### config.mk
export PLATFORM = sky130hd
export DESIGN_NAME = imsic_msi_sender
export DESIGN_NICKNAME = d
export VERILOG_FILES = /design/src/rtl/imsic_pkg.sv /design/src/rtl/imsic_msi_fifo.sv /design/src/rtl/imsic_msi_sender.sv
export SDC_FILE = /design/constraint.sdc
export NUM_CORES = 1
export LEC_CHECK = 0
export CAP_MARGIN = 20
export CORE_ASPECT_RATIO = 2
export CORE_MARGIN = 1.5
export CORE_UTILIZATION = 50
export DETAILED_ROUTE_END_ITERATION = 10
export GPL_TIMING_DRIVEN = 0
export PLACE_DENSITY = 0.77
export RECOVER_POWER = 100
export REMOVE_ABC_BUFFERS = 1
export SYNTH_ARGS = -nofsm -noshare
export SYNTH_HDL_FRONTEND = slang
export SYNTH_HIERARCHICAL = 1
export SYNTH_SLANG_ARGS = --single-unit
### constraint.sdc
create_clock -name clk -period 3.8 [get_ports clk]
set_input_delay 0.38 -clock clk [delete_from_list [all_inputs] [get_ports clk]]
set_output_delay 0.38 -clock clk [all_outputs]
set_load 0.01 [all_outputs]
### src/rtl/imsic_pkg.sv
// Shared IMSIC definitions: seteipnum page offsets, MSI_INFO field layout and
// the valid hold/gap timing that sender and CSR-gate receiver must agree on.
package imsic_pkg;

    localparam logic [11:0] SETEIPNUM_LE_OFF = 12'h000;
    localparam logic [11:0] SETEIPNUM_BE_OFF = 12'h004;

    typedef enum logic [1:0] {
        ST_IDLE,
        ST_ASSERT,
        ST_GAP
    } msi_state_e;

    // Receiver needs 2 sync flops + eid_vld_dly stages + 1 edge-detect stage.
    function automatic int hold_cycles(input int eid_vld_dly);
        return eid_vld_dly + 3;
    endfunction

    function automatic int gap_cycles(input int eid_vld_dly);
        return eid_vld_dly + 4;
    endfunction

    function automatic logic [31:0] bswap32(input logic [31:0] d);
        return {d[7:0], d[15:8], d[23:16], d[31:24]};
    endfunction

    function automatic logic [31:0] field_mask(input int w);
        return (32'd1 << w) - 32'd1;
    endfunction

    // MSI_INFO = {hart, file, id}, hart in the MSBs.
    function automatic logic [31:0] msi_pack(input logic [31:0] hart,
                                             input logic [31:0] file,
                                             input logic [31:0] id,
                                             input int          file_w,
                                             input int          src_w);
        return (hart << (file_w + src_w))
             | ((file & field_mask(file_w)) << src_w)
             | (id & field_mask(src_w));
    endfunction

    function automatic logic [31:0] msi_hart(input logic [31:0] info,
                                             input int          file_w,
                                             input int          src_w);
        return info >> (file_w + src_w);
    endfunction

    function automatic logic [31:0] msi_file(input logic [31:0] info,
                                             input int          file_w,
                                             input int          src_w);
        return (info >> src_w) & field_mask(file_w);
    endfunction

    function automatic logic [31:0] msi_id(input logic [31:0] info,
                                           input int          src_w);
        return info & field_mask(src_w);
    endfunction

endpackage

### src/rtl/imsic_msi_fifo.sv
// Synchronous FIFO buffering decoded MSI requests between bus and replay FSM.
// Read data is the current head (show-ahead); pointers wrap modulo DEPTH.
module imsic_msi_fifo #(
    parameter int WIDTH = 10,
    parameter int DEPTH = 4,
    localparam int PTR_W = $clog2(DEPTH),
    localparam int CNT_W = $clog2(DEPTH) + 1
) (
    input  logic             clk,
    input  logic             rst,
    input  logic             push,
    input  logic [WIDTH-1:0] wdata,
    input  logic             pop,
    output logic [WIDTH-1:0] rdata,
    output logic             full,
    output logic             empty,
    output logic [CNT_W-1:0] count
);

    logic [WIDTH-1:0] mem [DEPTH];
    logic [PTR_W-1:0] wr_ptr;
    logic [PTR_W-1:0] rd_ptr;
    logic             do_push;
    logic             do_pop;

    assign full    = (count == CNT_W'(DEPTH));
    assign empty   = (count == '0);
    assign do_push = push && !full;
    assign do_pop  = pop && !empty;
    assign rdata   = mem[rd_ptr];

    // NOTE: state registers use non-blocking (<=) so every flop samples the
    // pre-edge values of the others, matching real hardware.
    always_ff @(posedge clk) begin
        if (rst) begin
            wr_ptr <= '0;
            rd_ptr <= '0;
            count  <= '0;
        end else begin
            if (do_push) wr_ptr <= wr_ptr + 1'b1;
            if (do_pop)  rd_ptr <= rd_ptr + 1'b1;
            case ({do_push, do_pop})
                2'b10:   count <= count + 1'b1;
                2'b01:   count <= count - 1'b1;
                default: ;
            endcase
        end
    end

    // NOTE: the storage array is deliberately not reset; occupancy is tracked
    // by the pointers/count, so stale contents are never observed.
    always_ff @(posedge clk) begin
        if (do_push) mem[wr_ptr] <= wdata;
    end

endmodule

### src/rtl/imsic_msi_sender.sv
// IMSIC MSI transmit side: decodes seteipnum writes, buffers them and replays
// each as a held msi_info_vld level followed by a quiet gap.
module imsic_msi_sender
    import imsic_pkg::*;
#(
    parameter int NR_INTP_FILES  = 7,
    parameter int NR_HARTS       = 4,
    parameter int NR_HARTS_WIDTH = 2,
    parameter int NR_SRC         = 32,
    parameter int EID_VLD_DLY    = 0,
    parameter int FIFO_DEPTH     = 4,
    localparam int NR_SRC_WIDTH    = $clog2(NR_SRC),
    localparam int INTP_FILE_WIDTH = $clog2(NR_INTP_FILES),
    localparam int MSI_INFO_WIDTH  = NR_HARTS_WIDTH + INTP_FILE_WIDTH + NR_SRC_WIDTH,
    localparam int ADDR_WIDTH      = NR_HARTS_WIDTH + INTP_FILE_WIDTH + 12
) (
    input  logic                      clk,
    input  logic                      rst,
    input  logic                      i_req_vld,
    output logic                      o_req_rdy,
    input  logic [ADDR_WIDTH-1:0]     i_req_addr,
    input  logic [31:0]               i_req_data,
    output logic [MSI_INFO_WIDTH-1:0] o_msi_info,
    output logic                      o_msi_info_vld,
    output logic                      o_drop,
    output logic                      o_busy
);

    localparam int HOLD_CYC = hold_cycles(EID_VLD_DLY);
    localparam int GAP_CYC  = gap_cycles(EID_VLD_DLY);
    localparam int TMR_W    = $clog2(GAP_CYC + 1);
    localparam int CNT_W    = $clog2(FIFO_DEPTH) + 1;

    logic [NR_HARTS_WIDTH-1:0]  req_hart;
    logic [INTP_FILE_WIDTH-1:0] req_file;
    logic [11:0]                req_off;
    logic [31:0]                req_id;
    logic                       off_ok;
    logic                       req_legal;
    logic                       hs;

    logic                       fifo_push;
    logic [MSI_INFO_WIDTH-1:0]  fifo_wdata;
    logic                       fifo_pop;
    logic [MSI_INFO_WIDTH-1:0]  fifo_rdata;
    logic                       fifo_full;
    logic                       fifo_empty;
    logic [CNT_W-1:0]           fifo_count;

    msi_state_e                 state;
    logic [TMR_W-1:0]           tmr;

    assign hs       = i_req_vld && o_req_rdy;
    assign req_hart = i_req_addr[ADDR_WIDTH-1 -: NR_HARTS_WIDTH];
    assign req_file = i_req_addr[12 +: INTP_FILE_WIDTH];
    assign req_off  = i_req_addr[11:0];

    // NOTE: every signal assigned in always_comb gets a default first, so no
    // path leaves it unassigned and no latch is inferred.
    always_comb begin
        req_id = i_req_data;
        off_ok = 1'b1;
        case (req_off)
            SETEIPNUM_LE_OFF: req_id = i_req_data;
            SETEIPNUM_BE_OFF: req_id = bswap32(i_req_data);
            default:          off_ok = 1'b0;
        endcase
    end

    // The id range check uses the full 32-bit value so 0x1_0005 cannot alias to 5.
    assign req_legal = off_ok
                    && (32'(req_file) < 32'(NR_INTP_FILES))
                    && (32'(req_hart) < 32'(NR_HARTS))
                    && (req_id != 32'd0)
                    && (req_id < 32'(NR_SRC));

    assign fifo_push  = hs && req_legal;
    assign fifo_wdata = MSI_INFO_WIDTH'(msi_pack(32'(req_hart), 32'(req_file), req_id,
                                                 INTP_FILE_WIDTH, NR_SRC_WIDTH));
    assign fifo_pop   = (state == ST_IDLE) && !fifo_empty;

    assign o_req_rdy = !fifo_full;
    assign o_busy    = (fifo_count != '0) || (state != ST_IDLE);

    imsic_msi_fifo #(
        .WIDTH (MSI_INFO_WIDTH),
        .DEPTH (FIFO_DEPTH)
    ) u_fifo (
        .clk   (clk),
        .rst   (rst),
        .push  (fifo_push),
        .wdata (fifo_wdata),
        .pop   (fifo_pop),
        .rdata (fifo_rdata),
        .full  (fifo_full),
        .empty (fifo_empty),
        .count (fifo_count)
    );

    // msi_info only changes on a pop, so it is stable through ASSERT and GAP.
    always_ff @(posedge clk) begin
        if (rst) begin
            state          <= ST_IDLE;
            tmr            <= '0;
            o_msi_info     <= '0;
            o_msi_info_vld <= 1'b0;
            o_drop         <= 1'b0;
        end else begin
            o_drop <= hs && !req_legal;
            case (state)
                ST_IDLE: begin
                    if (!fifo_empty) begin
                        o_msi_info     <= fifo_rdata;
                        o_msi_info_vld <= 1'b1;
                        tmr            <= TMR_W'(HOLD_CYC - 1);
                        state          <= ST_ASSERT;
                    end
                end
                ST_ASSERT: begin
                    if (tmr == '0) begin
                        o_msi_info_vld <= 1'b0;
                        tmr            <= TMR_W'(GAP_CYC - 1);
                        state          <= ST_GAP;
                    end else begin
                        tmr <= tmr - 1'b1;
                    end
                end
                ST_GAP: begin
                    if (tmr == '0) state <= ST_IDLE;
                    else           tmr   <= tmr - 1'b1;
                end
                default: state <= ST_IDLE;
            endcase
        end
    end

endmodule

### Word level (Yosys, flattened, before mapping)

Memory sizes are Yosys's and may differ from the RTL's. A register that Yosys moved wholly into a read port is not among the register bits.
Index checks and enable logic that the tools add are counted.

| cells by class | value |
|---|---|
| $add $sub $neg | 5 |
| magnitude comparators | 2 |
| eq/ne operators | 10 |
| mux-type cells | 16 |
| bitwise operators | 3 |
| reduce and logical (&&, ||, !) cells | 28 |

Operator list:

| operator | number |
|---|---|
| $lt A32 B6 Y1 const B | 1 |
| $mux W32 | 1 |
| $reduce_bool A32 Y1 | 1 |
| $eq A12 B3 Y1 const B | 1 |
| $logic_not A12 Y1 | 1 |
| $or A10 B5 Y10 | 1 |
| $or A10 B8 Y10 | 1 |
| $logic_and A1 B1 Y1 | 9 |
| $mux W3 | 3 |
| $pmux W3 S3 | 1 |
| $reduce_and A3 Y1 | 3 |
| $ne A2 B2 Y1 const B | 4 |
| $logic_not A3 Y1 | 2 |
| $mux W2 | 3 |
| $pmux W2 S3 | 1 |
| $pmux W3 S2 | 1 |
| $reduce_bool A2 Y1 | 3 |
| $reduce_bool A3 Y1 | 2 |
| $sub A3 B1 Y3 const B | 2 |
| $mux W1 | 5 |
| $add A2 B1 Y2 const B | 2 |
| $eq A2 B1 Y1 const B | 2 |
| $eq A2 B2 Y1 const B | 2 |
| $add A3 B1 Y3 const B | 1 |
| other kinds (9) | 11 |

| storage, ports and cells | value |
|---|---|
| flip-flop bits (word level) | 14 |
| memory bits (writable) | 40 |
| input port bits | 52 |
| memories kept | 1 |

Memory list:

| name | words | width | read ports | clocked after memory_dff | wr ports | line | source |
|---|---|---|---|---|---|---|---|
| u_fifo.mem | 4 | 10 | 1 | 1 | 1 | imsic_msi_fifo.sv:20 | `logic [WIDTH-1:0] mem [DEPTH];` |

### Depth between registers and ports, before layout

Gate-level depths: netlist (run 1).

| depth | value |
|---|---|
| word-level depth | 10 |
| mapped depth | 13 |
| gate-level depth less buffers | 13 |

### Cells and area by module

The synthesis (run 1) kept the hierarchy.

Modules (own cells, without submodules):

| module | instances | cells each | area an instance (um2) |
|---|---|---|---|
| imsic_msi_fifo | 1 | 106 | 1,919.3 |
| imsic_msi_sender | 1 | 129 | 1,011.0 |

### Worst setup path before layout (run 1)

Ideal clock, no wire load.

| timing path | value |
|---|---|
| kind | in2reg |
| from | input port i_req_data[26] |
| to | register u_fifo.count[2] |
| library setup time | 70 ps |
| arrival time | 2,795 ps |
| slack | 935 ps |
| stages on the path | 13 |
| buffers on the path | 0 |
| cell sequence | or4_1 > or3_1 > mux2i_1 > and4_1 > inv_1 > nor2_1 > inv_1 > ha_1 > inv_1 > fa_1 > xor2_1 > or3_1 > a21oi_1 |

| between the ends | value |
|---|---|
| word-level cells in the longest chain between the ends | 8 |
| elaborated cells between the ends (all ways) | 11 |
| those cells by class | order compare (1); eq/ne (2); mux (2); reduce/logical (6) |

Ends and longest elaborated chain:

| element | line | source |
|---|---|---|
| start, declared | imsic_msi_sender.sv:22 | `input logic [31:0] i_req_data,` |
| $mux W32 * | imsic_msi_sender.sv:63 | `case (req_off)` |
| branches (longest 2 deep; another with $lt A32 B6 Y1) | n/a |  |
| $logic_and A1 B1 Y1 * | imsic_msi_sender.sv:75 | `&& (req_id < 32'(NR_SRC));` |
| $logic_and A1 B1 Y1 * | imsic_msi_sender.sv:77 | `assign fifo_push = hs && req_legal;` |
| named net fifo_push | imsic_msi_sender.sv:42 | `logic fifo_push;` |
| $logic_and A1 B1 Y1 * | imsic_msi_fifo.sv:28 | `assign do_push = push && !full;` |
| $eq A2 B1 Y1 or $eq A2 B2 Y1 (tied branches) | imsic_msi_fifo.sv:42 | `case ({do_push, do_pop})` |
| $pmux W3 S2 or $reduce_bool A2 Y1 (tied branches) | n/a |  |
| end signal, assigned | imsic_msi_fifo.sv:43 | `2'b10: count <= count + 1'b1;` |
| end signal, assigned | imsic_msi_fifo.sv:44 | `2'b01: count <= count - 1'b1;` |
| end, declared | imsic_msi_fifo.sv:17 | `output logic [CNT_W-1:0] count` |

Mark *: on every way through the listed nets, which the timed path passes.
A chain may end at the register's enable or synchronous reset.

### Worst setup path after layout (run 1)

| timing path | value |
|---|---|
| from | input port i_req_addr[1] |
| to | register u_fifo.count[2] |

| between the ends | value |
|---|---|
| word-level cells in the longest chain between the ends | 10 |
| elaborated cells between the ends (all ways) | 16 |
| those cells by class | order compare (1); eq/ne (3); mux (3); reduce/logical (9) |

Ends and longest elaborated chain:

| element | line | source |
|---|---|---|
| start, declared | imsic_msi_sender.sv:21 | `input logic [ADDR_WIDTH-1:0] i_req_addr,` |
| branches (longest 5 deep; another with $lt A32 B6 Y1) | n/a |  |
| $logic_and A1 B1 Y1 * | imsic_msi_sender.sv:75 |  |
| $logic_and A1 B1 Y1 * | imsic_msi_sender.sv:77 |  |
| named net fifo_push | imsic_msi_sender.sv:42 |  |
| $logic_and A1 B1 Y1 * | imsic_msi_fifo.sv:28 |  |
| $eq A2 B1 Y1 or $eq A2 B2 Y1 (tied branches) | imsic_msi_fifo.sv:42 |  |
| $pmux W3 S2 or $reduce_bool A2 Y1 (tied branches) | n/a |  |

Marked as above.

==> flow_summary.toml, run 1 <==
[route]
vias = 2090
drc = 0
wl_um = 6120
drtIter0Drc = 112
ant_nets = 0
routedWlPerCell_um = 16.5
via_per_inst = 5.65
drtPass1Iterations = 5

[placed_design]
place_hpwl_um = 4490
placed_area_mm2 = 0.00363
port_buffers = 65
gp_congestion = 0.814

[sta]
rsz0062_at_grt = "false"
tns_ns = 0
fin_crit_sh_pct = 87.4
tightest_slew_ns = 0.975
relSlewSlack_pct = 34.8
setup_viol_count_final = 0
max_freq_mhz = 301
fin_hold_ws_ns = 0.447
final_max_slew_viol_count = 0
skew_ns = 0.00393
hold_viol_final = 0
fin_crit_ns = 3.32

[global_routing]
grt_usage_pct = 21.5
gr-total-overflow = 0
antenna_found_initial = 0
grt_max_degree = 27
grt_pass1_vias = 2192
grt_first_pass_wirelength_um = 10000

[layout]
synthToLayoutAreaGrowth_pct = 33.2
final_util_pct = 69.0
drive_gt1_share_pct = 8.74
final_cell_mix = "46 x clkdlybuf4s50_1, 40 x edfxtp_1, 27 x nand2_1, 26 x dfxtp_1"
fin_area_mm2 = 0.00390
regArea_mm2 = 0.00172
n_antenna_cell = 0
final_common_cell = "clkdlybuf4s50_1"
multi_input_area_mm2 = 0.00110
nFillCells = 428
final_nets = 368

[logic_synthesis]
avgSynthCellArea_um2 = 12.5
postSynthCellCount = 235
yosysUniqueCellTypes = 43
ys_warn_count = 6
synth_seq_cells = 66
synth_area_mm2 = 0.00293
ys_seq_area_share_pct = 58.8

[power]
ir_drop_v = 0.000429
leakage_nw = 1.34
powerDensity_mw_per_mm2 = 420

[floorplanning]
die_x_um = 57.1
ios = 66
rows = 39
die-height_um = 111
dieArea_mm2 = 0.00636
coreArea_mm2 = 0.00566
start_util_pct = 51.8

[worst_setup_path]
r2r_end = "u_fifo/count[2]"
cp-start-kind = "input pin"
rr_worst_depth = 11
reg2reg_from = "u_fifo/count[0]"
endpoint_kind = "flop"
cp.required_ns = 4.04
cp_max_fo = 6
rrSetupSlack_ns = 0.53
arrival_ns = 3.56
path_class = "input pin to flop"

[clock_network]
cts_tree = "yes"
cts.sinks = 66
cts_buffer_depth = 2
postCtsSetupBuffers = 0
hold_buffers = 0
clk_pin_slew_ns = 0.05
numCtsBuffers = 9
clk_latency_ns = 0.33
clock-root-buffer = "clkbuf_16"
htree_num_levels = 3
ctsResizeCount = 0

[min_path]
hold_start = "o_msi_info[0]"
min_path_type = "flop to flop"
hold_end = "o_msi_info[0]"
min_path_cells = 2

[status]
status = "finished clean"

[job]
drv_cap = 0
## cells by family after synthesis
group,share of synthesized area (%)
buffers and inverters,2.99
adder cells (fa/ha/maj),5.38
XOR/XNOR,0.897
AND/OR/NAND/NOR,14.3
flip-flops,58.8
multiplexers,10.6
AO/OA/AOI/OAI,7.09
## layout make-up
cell class              count  share of cell area (%)
clock buffers              10                    6.12
clock inverters             6                    1.44
inverters                  15                    1.44
multi-input cells         147                    28.3
flip-flops and latches     66                    44.1
well taps                  61                    1.96
repair buffers             65                    16.7
## sequential cells by signal, summed over array words and instances (netlist names), named ones only
name / flops
o_msi_info_vld: 1
u_fifo/rd_ptr: 2
u_fifo/count: 3
tmr: 3
o_msi_info: 10
u_fifo/mem: 40
o_drop: 1
u_fifo/wr_ptr: 2
state: 2
## per-stage QoR
stage / instances / power, W / worst slack, ns
4_1_cts: 370 / 0.00166 / 0.546
3_3_place_gp: 354 / 0.000853 / 0.285
6_report: 370 / 0.00164 / 0.480
2_1_floorplan: 228 / 0.000787 / 0.935
5_1_grt: 370 / 0.00169 / 0.167
3_5_place_dp: 354 / 0.000854 / 0.208
## synthesized netlist by cell type (all sizes together)
cell     number  area share (%)
dfxtp        26              18
a21o          1            0.26
nor2b         3            0.64
nor4b         1            0.30
and4          1            0.30
o21ai        10             1.7
nand4         2            0.43
and2          4            0.85
nand4bb       1            0.38
ha           11             4.7
edfxtp       40              41
or3           4            0.85
nor3b         1            0.43
mux2i         3             1.0
a21oi        19             3.2
mux4         10             7.7
a311oi        1            0.30
nand2        27             3.5
or4b          1            0.34
o31ai         1            0.26
nand2b        5             1.1
nand3         2            0.34
inv          15             1.9
a2111oi       1            0.34
or4           2            0.51
fa            1            0.68
nor4          7             1.5
mux2          5             1.9
clkbuf        4            0.55
a221oi        1            0.51
nand3b        1            0.26
nor2         12             1.6
nand4b        1            0.30
a31oi         1            0.21
a22oi         1            0.26
nor3          3            0.68
buf           3            0.51
xor2          3            0.90
## how the worst max path moves through the flow
stage | end | depth (start not counted) | startpoint
floorplan | u_fifo/count[2] | 13 | i_req_data[26]
global placement | u_fifo/count[2] | 14 | i_req_addr[0]
detailed placement | u_fifo/count[2] | 14 | i_req_addr[1]
CTS | u_fifo/count[2] | 14 | i_req_addr[1]
global route | u_fifo/count[2] | 14 | i_req_addr[1]
finish | u_fifo/count[2] | 14 | i_req_addr[1]
## report_power, final
part           leakage [nW]  switching (W)  internal (W)
clock network         0.146       0.000284      0.000519
registers             0.569    0.000000835      0.000760
logic                 0.630      0.0000241     0.0000520
## routing by layer
metal  track usage [%]  wire length [um]
met5                 0                 0
met4              14.4               247
met3              3.97               286
met2              39.5              3490
met1              20.3              2100
## critical path, cell delays in order
cell and delay [ns]:
dlygate4sd3_1 0.55, nor4b_1 0.60, o21ai_0 0.18, mux2i_1 0.19, and4_1 0.20, inv_1 0.05, nor2_1 0.29, inv_1 0.09
ha_1 0.23, inv_1 0.08, fa_1 0.19, xor2_1 0.07, or3_1 0.30, a21oi_1 0.14
(Power assumes the default switching activity.)
==> run 2: changes to the inputs <==
RECOVER_POWER = not set   (was 100)
==> run 2 against run 1 <==
  * Register-to-register slack improved by 0.10 ns
  * Power rose by 0.14%
  * Cell count did not move
  * Maximum frequency rose by 3.1%
  * Clock power barely moved
  * Combinational power rose by 3.0%
  * Clock-buffer cell count did not move
  * Clock skew barely moved
  * Hold slack improved by 0.0029 ns
  * Critical path depth did not move
==> flow_summary.toml, run 2 (synthesized netlist as in run 1, its figures left out) <==
[layout]
final_nets = 368
regMostFlops = "u_fifo/mem"
synthToLayoutAreaGrowth_pct = 33.8
final_cell_mix = "65 x clkdlybuf4s50_1, 40 x edfxtp_1, 27 x nand2_1, 26 x dfxtp_1, 19 x a21oi_1"
final_common_cell = "clkdlybuf4s50_1"
largest_reg_flops = 40
top_regs = "u_fifo/mem x40, o_msi_info x10"
final_util_pct = 69.3
drive_gt1_share_pct = 10.7
n_antenna_cell = 0

[power]
ir_drop_v = 0.000430
finalPower_w = 0.00164
leakage_nw = 1.31
powerDensity_mw_per_mm2 = 419

[global_routing]
grt_busiest_layer = "met2"
gr-total-overflow = 0
grt_usage_pct = 21.5
use_met2_pct = 39.5
gr-usage-met1_pct = 20.3
grt_max_degree = 27
met3_usage_pct = 3.97
grt_pass1_vias = 2192
antenna_found_initial = 0
grt_first_pass_wirelength_um = 10000

[sta]
fin_crit_ns = 3.22
relSlewSlack_pct = 34.5
fin_crit_sh_pct = 84.7
max_freq_mhz = 311
tns_ns = 0
tightest_slew_ns = 0.979
setup_viol_count_final = 0
fin_hold_ws_ns = 0.449
skew_ns = 0.00346
rsz0062_at_grt = "false"
final_max_slew_viol_count = 0
hold_viol_final = 0

[route]
via_per_inst = 5.66
drtIter0Drc = 91
drtPass1Iterations = 4
routedWlPerCell_um = 16.5
ant_nets = 0
wl_um = 6120
drc = 0
vias = 2094

[clock_network]
cts.sinks = 66
clock-root-buffer = "clkbuf_16"
postCtsSetupBuffers = 0
numCtsBuffers = 9
ctsResizeCount = 0
clk_latency_ns = 0.33
htree_num_levels = 3
clk_pin_slew_ns = 0.05
cts_tree = "yes"
hold_buffers = 0
cts_buffer_depth = 2

[job]
drv_cap = 0

[floorplanning]
rows = 39
start_util_pct = 51.8
coreArea_mm2 = 0.00566
dieArea_mm2 = 0.00636
die_x_um = 57.1
die-height_um = 111
ios = 66

[worst_setup_path]
crit_family = "simple AND/OR/NAND/NOR gates"
cp.buffers_inverters = 4
cp_slowest_stage_delay_ns = 0.53
rr_worst_depth = 12
cp_cell_sequence = "clkdlybuf4s50_1, or4_1, or3_1, mux2i_1, and4_1, inv_1, nor2_1, inv_1, ha_1, inv_1, fa_1, xor2_1, or3_1, a21oi_1"
reg2reg_from = "state[1]"
endpoint_kind = "flop"
cp-start-kind = "input pin"
cpMaxStageDelayCell = "or4_1"
arrival_ns = 3.46
cp.required_ns = 4.04
cp_max_fo = 6
r2r_end = "u_fifo/count[2]"
crit_top_cell = "inv_1"
path_class = "input pin to flop"
rrSetupSlack_ns = 0.63

[placed_design]
port_buffers = 65
gp_congestion = 0.814
place_hpwl_um = 4490

[status]
status = "finished clean"

[min_path]
hold_end = "o_msi_info[0]"
min_path_type = "flop to flop"
hold_start = "o_msi_info[0]"
min_path_cells = 2
==> run 2: cell types whose count changed in the layout (fill, tap and decap cells not counted), moves of 3 or more <==
cell / change
clkdlybuf4s50_1: +19
dlygate4sd3_1: -19
and2_0: -4
and2_1: +4
mux2_1: -3
mux2_2: +3
==> run 2: area by class of cell <==
type	instances	area (um^2)
fill	424	1740
sequential	66	1720
multi-input combinational	147	1120
timing repair buffer	65	651
clock buffer	10	239
tap	61	76.3
clock inverter	6	56.3
inverter	15	56.3
==> run 2: through the flow <==
stage	instances	cell area [um^2]	setup WS, ns
after floorplan	228	2900	0.935
after global placement	354	3630	0.285
after detailed placement	354	3630	0.208
after CTS	370	3920	0.546
after global routing	370	3920	0.309
final	370	3920	0.581
==> run 2: report_power, final <==
part	total [W]	internal (W)	switching [W]
Combinational	0.0000784	0.0000543	0.0000241
Clock	0.000803	0.000519	0.000284
Sequential	0.000761	0.000760	0.000000923
Total	0.00164	0.00133	0.000309
==> run 2: how the worst max path moves through the flow <==
stage,depth (start not counted),start,end
floorplan,13,i_req_data[26],u_fifo/count[2]
global placement,14,i_req_addr[0],u_fifo/count[2]
detailed placement,14,i_req_addr[1],u_fifo/count[2]
CTS,14,i_req_addr[1],u_fifo/count[2]
finish,14,i_req_data[26],u_fifo/count[2]
global route,14,i_req_addr[1],u_fifo/count[2]
==> run 2: tightest hold or removal path, delay by kind of cell, from the launching register on <==
family	cells	cell delay, ns
AOI/OAI and AO/OA	1	0.05
and+or+nand+nor	1	0.05
DFF	1	0.30
==> run 2: metal layers <==
layer / share of wire, % / up-vias
met5: 0 / -
met4: 4.0 / 0
met3: 4.6 / 20
met2: 57 / 90
met1: 34 / 981
li1: - / 1003
==> run 3: changes to the inputs <==
CORE_UTILIZATION = 45   (was 50)
PLACE_DENSITY = 0.74   (was 0.77)
clock period = 2.7 ns   (was 3.8 ns; I/O delays follow)
==> run 3 against run 2 <==
  * Die area increased by 11%
  * Cell count increased by 9.2%
  * Clock skew increased by 0.0027 ns
  * Wire length decreased by 4.1%
  * Flip-flop and latch count unchanged
  * Critical path type unchanged
==> flow_summary.toml, run 3 (synthesized netlist as in run 1, its figures left out) <==
[clock_network]
clk_pin_slew_ns = 0.05
cts_tree = "yes"
clock-root-buffer = "clkbuf_16"
cts_buffer_depth = 2
numCtsBuffers = 9
htree_num_levels = 3
cts.sinks = 66
clk_latency_ns = 0.33

[min_path]
min_path_type = "input pin to flop"
min_path_cells = 2

[power]
clockPowerShare_pct = 48.6
power.switching_w = 0.000436
pwr-share-comb_pct = 5.0
leakage_nw = 1.39
p_seq_share_pct = 46.4
ir_drop_v = 0.000457
switching_share_pct = 18.9
powerDensity_mw_per_mm2 = 555
internal_power_w = 0.00187

[sta]
max_freq_mhz = 383
fin_crit_ns = 2.61
final_max_slew_viol_count = 0
relSlewSlack_pct = 34.3
setup_viol_count_final = 0
tightest_slew_ns = 0.982
fin_ws_ns = 0.0865
fin_crit_sh_pct = 96.8
skew_ns = 0.00613
rsz0062_at_grt = "false"
hold_viol_final = 0

[worst_setup_path]
cp.required_ns = 2.94
arrival_ns = 2.86
cp-start-kind = "input pin"
rr_worst_depth = 12
cp_max_fo = 2
endpoint_kind = "flop"
path_class = "input pin to flop"

[route]
via_per_inst = 5.28
vias = 2135
ant_nets = 0
wl_um = 5870
routedWlPerCell_um = 14.5
drc = 0
drtPass1Iterations = 4
drtIter0Drc = 52

[global_routing]
grt_first_pass_wirelength_um = 9620
antenna_found_initial = 0
grt_max_degree = 27
gr-total-overflow = 0
grt_usage_pct = 19.3
grt_pass1_vias = 2151

[floorplanning]
start_util_pct = 46.4
coreArea_mm2 = 0.00631
rows = 41
die-height_um = 117
die_x_um = 60.1
ios = 66
dieArea_mm2 = 0.00703

[layout]
fin_area_mm2 = 0.00416
final_nets = 377
instances_no_fill = 404
synthToLayoutAreaGrowth_pct = 42.0
final_common_cell = "clkdlybuf4s50_1"
n_antenna_cell = 0
largest_reg_flops = 40
top_regs = "u_fifo/mem x40, o_msi_info x10"
regMostFlops = "u_fifo/mem"
final_cell_mix = "57 x clkdlybuf4s50_1, 40 x edfxtp_1, 27 x nand2_1, 26 x dfxtp_1, 18 x a21oi_1"
drive_gt1_share_pct = 20.4

[placed_design]
placed_area_mm2 = 0.00366
gp_congestion = 0.811
port_buffers = 65
dp_cells = 379
place_hpwl_um = 4180
post-place-ws_ns = -0.905

[job]
drv_cap = 0

[status]
status = "finished clean"
run 3: critical path, cell delays in order:
cell and delay (ns):
clkdlybuf4s15_1 0.18, or4_4 0.50, or3_4 0.35, mux2i_4 0.18, and4_1 0.22, inv_2 0.05, nor2_4 0.12, inv_2 0.06
ha_4 0.16, inv_2 0.05, fa_2 0.18, xor2_1 0.07, or3_1 0.33, a21oi_2 0.14
run 3: worst paths after layout:
kind | startpoint | slack, ns | to
max | i_req_data[26] | 0.09 | u_fifo/count[2]
min | i_req_data[27] | 0.33 | u_fifo/mem[2][3]
max reg2reg | state[1] | 0.21 | u_fifo/count[2]
min reg2reg | o_msi_info[3] | 0.45 | o_msi_info[3]
run 3: stage by stage:
step	TNS, ns	util (%)	total power (W)	hold WS [ns]
final	0	65.9	0.00231	0.326
after global routing	0	65.9	0.00238	0.330
after CTS	0	64.6	0.00232	0.420
after detailed placement	-27.43	58.0	0.00120	0.448
after global placement	-25.02	58.0	0.00120	0.442
after floorplan	-0.0551	-	0.00111	0.339
run 3: power groups by stage:
stage               Combinational (W)  Sequential [W]  Clock, W
finish                       0.000116         0.00107   0.00112
global route                 0.000125         0.00107   0.00118
CTS                          0.000111         0.00107   0.00114
detailed placement           0.000109         0.00109         0
global placement             0.000107         0.00109         0
floorplan                   0.0000143         0.00109         0
run 3: repair_timing:
action / in CTS / in global routing
setup buffers: 5 / 4
endpoints found under the setup margin: 43 / 12
pin swaps: 12 / 12
gates resized for setup: 32 / 14
hold buffers: 0 / 0
run 3: final cells by class:
class,instances,area (um^2)
fillers,480,2150
flip-flops and latches,66,1720
multi-input cells,147,1260
repair buffers,74,711
clock buffers,13,282
well taps,86,108
inverters,15,60.1
clock inverters,3,21.3
run 3: per-layer routing:
metal,GRT usage (%),share of wire (%)
met2,36.1,58
met3,3.96,4.9
met1,18.2,35
met4,11.4,2.4
met5,0,0
